===== config.mk =====
export PLATFORM = sky130hd
export DESIGN_NAME = rz_decode
export DESIGN_NICKNAME = d
export VERILOG_FILES = /design/src/rtl/rz_decode.sv
export SDC_FILE = /design/constraint.sdc
export NUM_CORES = 1
export LEC_CHECK = 0
export ABC_AREA = 0
export CORE_ASPECT_RATIO = 0.8
export CORE_MARGIN = 2
export CORE_UTILIZATION = 35
export CTS_BUF_LIST = sky130_fd_sc_hd__clkbuf_8
export DETAILED_ROUTE_END_ITERATION = 8
export GPL_TIMING_DRIVEN = 0
export PLACE_DENSITY = 0.59
export SLEW_MARGIN = 20
export SYNTH_ARGS = -nofsm -noshare
export SYNTH_HDL_FRONTEND = slang
export SYNTH_SLANG_ARGS = --single-unit

===== constraint.sdc =====
create_clock -name clk -period 2.3 [get_ports clk]
set_input_delay 0.46 -clock clk [delete_from_list [all_inputs] [get_ports clk]]
set_output_delay 0.46 -clock clk [all_outputs]
set_load 0.01 [all_outputs]

===== src/rtl/rz_decode.sv =====
// WS2812 return-to-zero line decoder: measures high pulses, assembles 24-bit
// MSB-first words, and reports words, pixel index, frame latch and errors.
module rz_decode #(
  parameter int CLK_FREQ   = 50_000_000,
  parameter int BIT_THRESH = 30,
  parameter int HIGH_MIN   = 5,
  parameter int HIGH_MAX   = 100,
  parameter int RST_CYCLES = 2500,
  parameter int PIX_W      = 10
) (
  input  logic             clk,
  input  logic             rst_n,
  input  logic             RZ_data,
  output logic [23:0]      rx_data,
  output logic             rx_valid,
  output logic [PIX_W-1:0] pixel_cnt,
  output logic             frame_done,
  output logic             rx_err,
  output logic [1:0]       dbg_state
);

  // Output pulses (rx_valid, frame_done, rx_err) are single-cycle strobes with
  // no ready/back-pressure: a consumer must capture rx_data/pixel_cnt on the
  // cycle rx_valid is high, and rx_data then holds until the next rx_valid.

  if (CLK_FREQ <= 0 || HIGH_MIN < 1 || BIT_THRESH >= HIGH_MAX) begin : g_bad_params
    $error("rz_decode: inconsistent timing parameters");
  end

  localparam int HW = $clog2(HIGH_MAX + 1);
  localparam int LW = $clog2(RST_CYCLES + 1);

  localparam logic [HW-1:0] HI_MIN  = HW'(HIGH_MIN);
  localparam logic [HW-1:0] HI_THR  = HW'(BIT_THRESH);
  localparam logic [HW-1:0] HI_LAST = HW'(HIGH_MAX - 1);
  localparam logic [HW-1:0] HI_MAX  = HW'(HIGH_MAX);
  localparam logic [LW-1:0] LO_MAX  = LW'(RST_CYCLES);

  typedef enum logic [1:0] {
    SYNC = 2'd0,
    LOW  = 2'd1,
    HIGH = 2'd2,
    ERR  = 2'd3
  } state_t;

  state_t           state_q, state_d;
  logic [1:0]       sync_q;
  logic [HW-1:0]    hi_cnt_q, hi_cnt_d;
  logic [LW-1:0]    lo_cnt_q, lo_cnt_d;
  logic [4:0]       bit_cnt_q, bit_cnt_d;
  logic [22:0]      shift_q, shift_d;
  logic             latched_q, latched_d;
  logic             have_word_q, have_word_d;
  logic [PIX_W-1:0] next_pix_q, next_pix_d;
  logic [23:0]      rx_data_d;
  logic [PIX_W-1:0] pixel_cnt_d;
  logic             rx_valid_d, frame_done_d, rx_err_d;
  logic             s;
  logic [23:0]      word_next;

  assign s         = sync_q[1];
  assign word_next = {shift_q, (hi_cnt_q >= HI_THR)};
  assign dbg_state = state_q;

  always_ff @(posedge clk) begin
    if (!rst_n) begin
      state_q     <= SYNC;
      sync_q      <= '0;
      hi_cnt_q    <= '0;
      lo_cnt_q    <= '0;
      bit_cnt_q   <= '0;
      shift_q     <= '0;
      latched_q   <= 1'b0;
      have_word_q <= 1'b0;
      next_pix_q  <= '0;
      rx_data     <= '0;
      pixel_cnt   <= '0;
      rx_valid    <= 1'b0;
      frame_done  <= 1'b0;
      rx_err      <= 1'b0;
    end else begin
      state_q     <= state_d;
      sync_q      <= {sync_q[0], RZ_data};
      hi_cnt_q    <= hi_cnt_d;
      lo_cnt_q    <= lo_cnt_d;
      bit_cnt_q   <= bit_cnt_d;
      shift_q     <= shift_d;
      latched_q   <= latched_d;
      have_word_q <= have_word_d;
      next_pix_q  <= next_pix_d;
      rx_data     <= rx_data_d;
      pixel_cnt   <= pixel_cnt_d;
      rx_valid    <= rx_valid_d;
      frame_done  <= frame_done_d;
      rx_err      <= rx_err_d;
    end
  end

  always_comb begin
    state_d      = state_q;
    hi_cnt_d     = hi_cnt_q;
    lo_cnt_d     = lo_cnt_q;
    bit_cnt_d    = bit_cnt_q;
    shift_d      = shift_q;
    latched_d    = latched_q;
    have_word_d  = have_word_q;
    next_pix_d   = next_pix_q;
    rx_data_d    = rx_data;
    pixel_cnt_d  = pixel_cnt;
    rx_valid_d   = 1'b0;
    frame_done_d = 1'b0;
    rx_err_d     = 1'b0;
    case (state_q)
      SYNC, ERR: begin
        // Entering LOW already marked as latched so no frame/err pulse follows.
        if (s) lo_cnt_d = '0;
        else if (lo_cnt_q != LO_MAX) lo_cnt_d = lo_cnt_q + 1'b1;
        else begin
          state_d   = LOW;
          latched_d = 1'b1;
        end
      end
      LOW: begin
        if (s) begin
          // The rising-edge sample is the first high cycle of the pulse.
          state_d  = HIGH;
          hi_cnt_d = HW'(1);
        end else if (lo_cnt_q != LO_MAX) begin
          lo_cnt_d = lo_cnt_q + 1'b1;
        end else if (!latched_q) begin
          latched_d    = 1'b1;
          rx_err_d     = (bit_cnt_q != 5'd0);
          frame_done_d = have_word_q;
          have_word_d  = 1'b0;
          bit_cnt_d    = '0;
          next_pix_d   = '0;
        end
      end
      HIGH: begin
        if (s) begin
          if (hi_cnt_q >= HI_LAST) begin
            rx_err_d    = 1'b1;
            state_d     = ERR;
            hi_cnt_d    = HI_MAX;
            lo_cnt_d    = '0;
            bit_cnt_d   = '0;
            have_word_d = 1'b0;
            next_pix_d  = '0;
            pixel_cnt_d = '0;
          end else begin
            hi_cnt_d = hi_cnt_q + 1'b1;
          end
        end else begin
          // Glitches return to LOW leaving lo_cnt and bit_cnt untouched.
          state_d = LOW;
          if (hi_cnt_q >= HI_MIN) begin
            shift_d   = word_next[22:0];
            lo_cnt_d  = '0;
            latched_d = 1'b0;
            if (bit_cnt_q == 5'd23) begin
              rx_data_d   = word_next;
              rx_valid_d  = 1'b1;
              pixel_cnt_d = next_pix_q;
              next_pix_d  = next_pix_q + 1'b1;
              have_word_d = 1'b1;
              bit_cnt_d   = '0;
            end else begin
              bit_cnt_d = bit_cnt_q + 1'b1;
            end
          end
        end
      end
      default: state_d = SYNC;
    endcase
  end

endmodule


==> metrics.txt <==
status finished, final reports clean; post-DP HPWL between 8000 and 9000 microns; port buffer count 40; routed via count 4,065; pin count of the biggest net entering global routing 16; Netlist cell types 65; core area approximately 12,000 sq um; Leak Pwr 1.68 nW; clock skew about 0.010 ns; H-tree Lvls 3; clk root buf clkbuf_8; Final Cycle Share 0.956; internal power 0.00222 W; Synthesized Nets between 500 and 600; first-pass GRT wire length between 15,000 and 20,000 microns; async set or reset register ratio after synthesis 0; Hold Crit Depth 1; Worst path depth 8; Mapped Area 4460 sq um; Total GRT Usage 0.171; Slew headroom 0.513; Initial Util 0.362; Hold Buf Count CTS 0; commonest cells after routing, fill and taps aside nand2_1, dfxtp_1, a21oi_1; sequential cell area fraction in the yosys report 0.449; ant diodes 0; DRT iter0 DRCs between 200 and 300; cell family with most CP delay simple AND/OR/NAND/NOR gates; Post-route DRC 0; Max Freq approximately 450 MHz; die width ~130 microns; max_cap viols 0; Primary FF master, synth dfxtp_1; Rows 36; Worst path slowest cell or4b_1; worst skew pair latency approximately 0.36 ns; nets ~600; Buf+Inv Stages, Crit Path 2; hold slack final 0.449 ns; post-route setup TNS 0 ns; drt pass-1 iters 5; Die Y 105 microns; Min-Delay Path Class flip-flop to flip-flop; Final min period about 2.2 ns; PD cells ~550 nW/um^2; Total Wirelength ~11,000 microns; final setup vio count 0; Clk pin slew, worst setup/hold paths 0.09 ns; share of cells above drive strength 1 0.0926; Post-synth EDFFs 0; RSZ-0062 raised after global routing no; Req. time, crit path approximately 2.6 ns; FF+latch area about 2000 sq um; Worst-Margin Slew 0.724 ns; area taken by multi-input logic gates between 2000 and 2500 sq um; Worst R2R Path Depth 8; Seq cells post-synth 100; Switch Pwr between 0.0007 and 0.0008 W; synth warn 0; Sink Count 100; CP endpoint kind flip-flop; antenna violations before repair 0; average vias per placed instance 5.31; RD Place Congestion around 0.86; critical path type flip-flop to flip-flop; Layout area overhead 19.2%; Max VDD drop between 0.3 and 0.4 mV; Pins Over Slew Limit 0; clock power share 0.338; Arr. time, crit path approximately 2.5 ns; vias in the first global route between 3,000 and 4,000; Crit Path Max Fanout 10; GRT overflow 0; Clock Tree Buf Depth 2; Switching Share 0.243; CTS tree built; die area between 10,000 and 15,000 sq um; Seq pwr share 0.598; slowest stage delay, CP around 0.51 ns; # IOs 42; Num CTS Buffers 9; fill cell total of the finished layout roughly 1,200; Critical Path, Cell by Cell inv_1 > ha_1 > nor2b_2 > a32oi_4 > o21ai_2 > buf_6 > or4b_1 > a21oi_1; antenna-violating nets left 0; Comb power frac 0.064; startpoint types flip-flop; WL per Instance ~15 microns; Mapped Cells around 540; most common cell after layout, fill and taps aside nand2_1; Fin. Hold Viols 0; synthesized area per cell ~8.3 sq um
cell type report:
| class | count | area share |
|---|---|---|
| well taps | 171 | 0.0403 |
| multi-input cells | 393 | 0.436 |
| clock inverters | 6 | 0.00612 |
| inverters | 14 | 0.00989 |
| repair buffers | 42 | 0.0782 |
| flip-flops and latches | 100 | 0.378 |
| plain buffers | 29 | 0.0264 |
| clock buffers | 10 | 0.0259 |
worst register-to-register path: cells and delay by family, from the launching register on:
kind / cells / cell delay [ns]
adders and majority gates: 1 / 0.21
and+or+nand+nor: 2 / 0.73
AOI/OAI and AO/OA: 3 / 0.59
DFF: 1 / 0.37
buffers and inverters: 2 / 0.23
sequential cells by signal, summed over array words and instances (netlist names):
name         flops
lo_cnt_q        12
frame_done       1
pixel_cnt       10
next_pix_q      10
have_word_q      1
dbg_state        2
hi_cnt_q         7
bit_cnt_q        5
latched_q        1
shift_q         23
rx_err           1
rx_data         24
sync_q           2
rx_valid         1
power groups by stage:
stage                     registers, W  clock network (W)  logic, W
after floorplan                0.00180                  0  0.000130
after global placement         0.00180                  0  0.000179
after detailed placement       0.00180                  0  0.000181
after CTS                      0.00176            0.00103  0.000184
after global routing           0.00176            0.00111  0.000208
final                          0.00176           0.000992  0.000188
synthesized netlist by cell type, types with 5 or more instances:
cell / count / area (sq um)
inv_1: 14 / 52.6
a21oi_1: 68 / 340
o21ai_0: 27 / 135
o211ai_1: 5 / 37.5
nand2_1: 108 / 405
nor3_1: 7 / 35.0
o2bb2ai_1: 5 / 43.8
ha_1: 11 / 138
and3_1: 7 / 43.8
and2_1: 5 / 31.3
clkbuf_1: 22 / 82.6
nand2b_1: 6 / 37.5
nand3_1: 36 / 180
nor2_1: 22 / 82.6
dfxtp_1: 100 / 2000
path summary, 6_finish.rpt:
check,startpoint,end,slack [ns]
min reg2reg,sync_q[0],sync_q[1],0.45
max reg2reg,dbg_state[0],lo_cnt_q[7],0.10
max,dbg_state[0],lo_cnt_q[7],0.10
min,sync_q[0],sync_q[1],0.45
stage by stage:
stage	setup WS, ns	instance area (sq um)	cells	utilization	power [W]
final	0.101	5310	765	0.432	0.00294
after global routing	0.00553	5310	765	0.432	0.00308
after CTS	0.0211	5270	763	0.428	0.00297
after detailed placement	-0.235	5070	747	0.412	0.00198
after global placement	-0.234	5070	747	0.412	0.00197
after floorplan	0.273	4460	536	-	0.00192
timing repair:
item | in CTS | in global routing
pin swaps | 0 | 3
buffers inserted | 0 | 2
setup endpoints to repair | 26 | 61
resized for setup | 8 | 15
cells by family after synthesis:
| group | Yosys count | share of synthesized area |
|---|---|---|
| mux | 3 | 0.00674 |
| xor+xnor | 6 | 0.0118 |
| buf+inv | 43 | 0.0404 |
| flops | 100 | 0.449 |
| simple gates | 226 | 0.249 |
| fa+ha+maj | 11 | 0.0309 |
| compound gates | 147 | 0.212 |
per-layer routing:
layer | share of wire | track usage | vias to the layer above
li1 | - | - | 2009
met1 | 0.51 | 0.247 | 1954
met2 | 0.44 | 0.252 | 94
met3 | 0.041 | 0.0369 | 8
met4 | 0.0078 | 0.0530 | 0
met5 | 0 | 0 | -
Power figures use the tool's default switching activity.
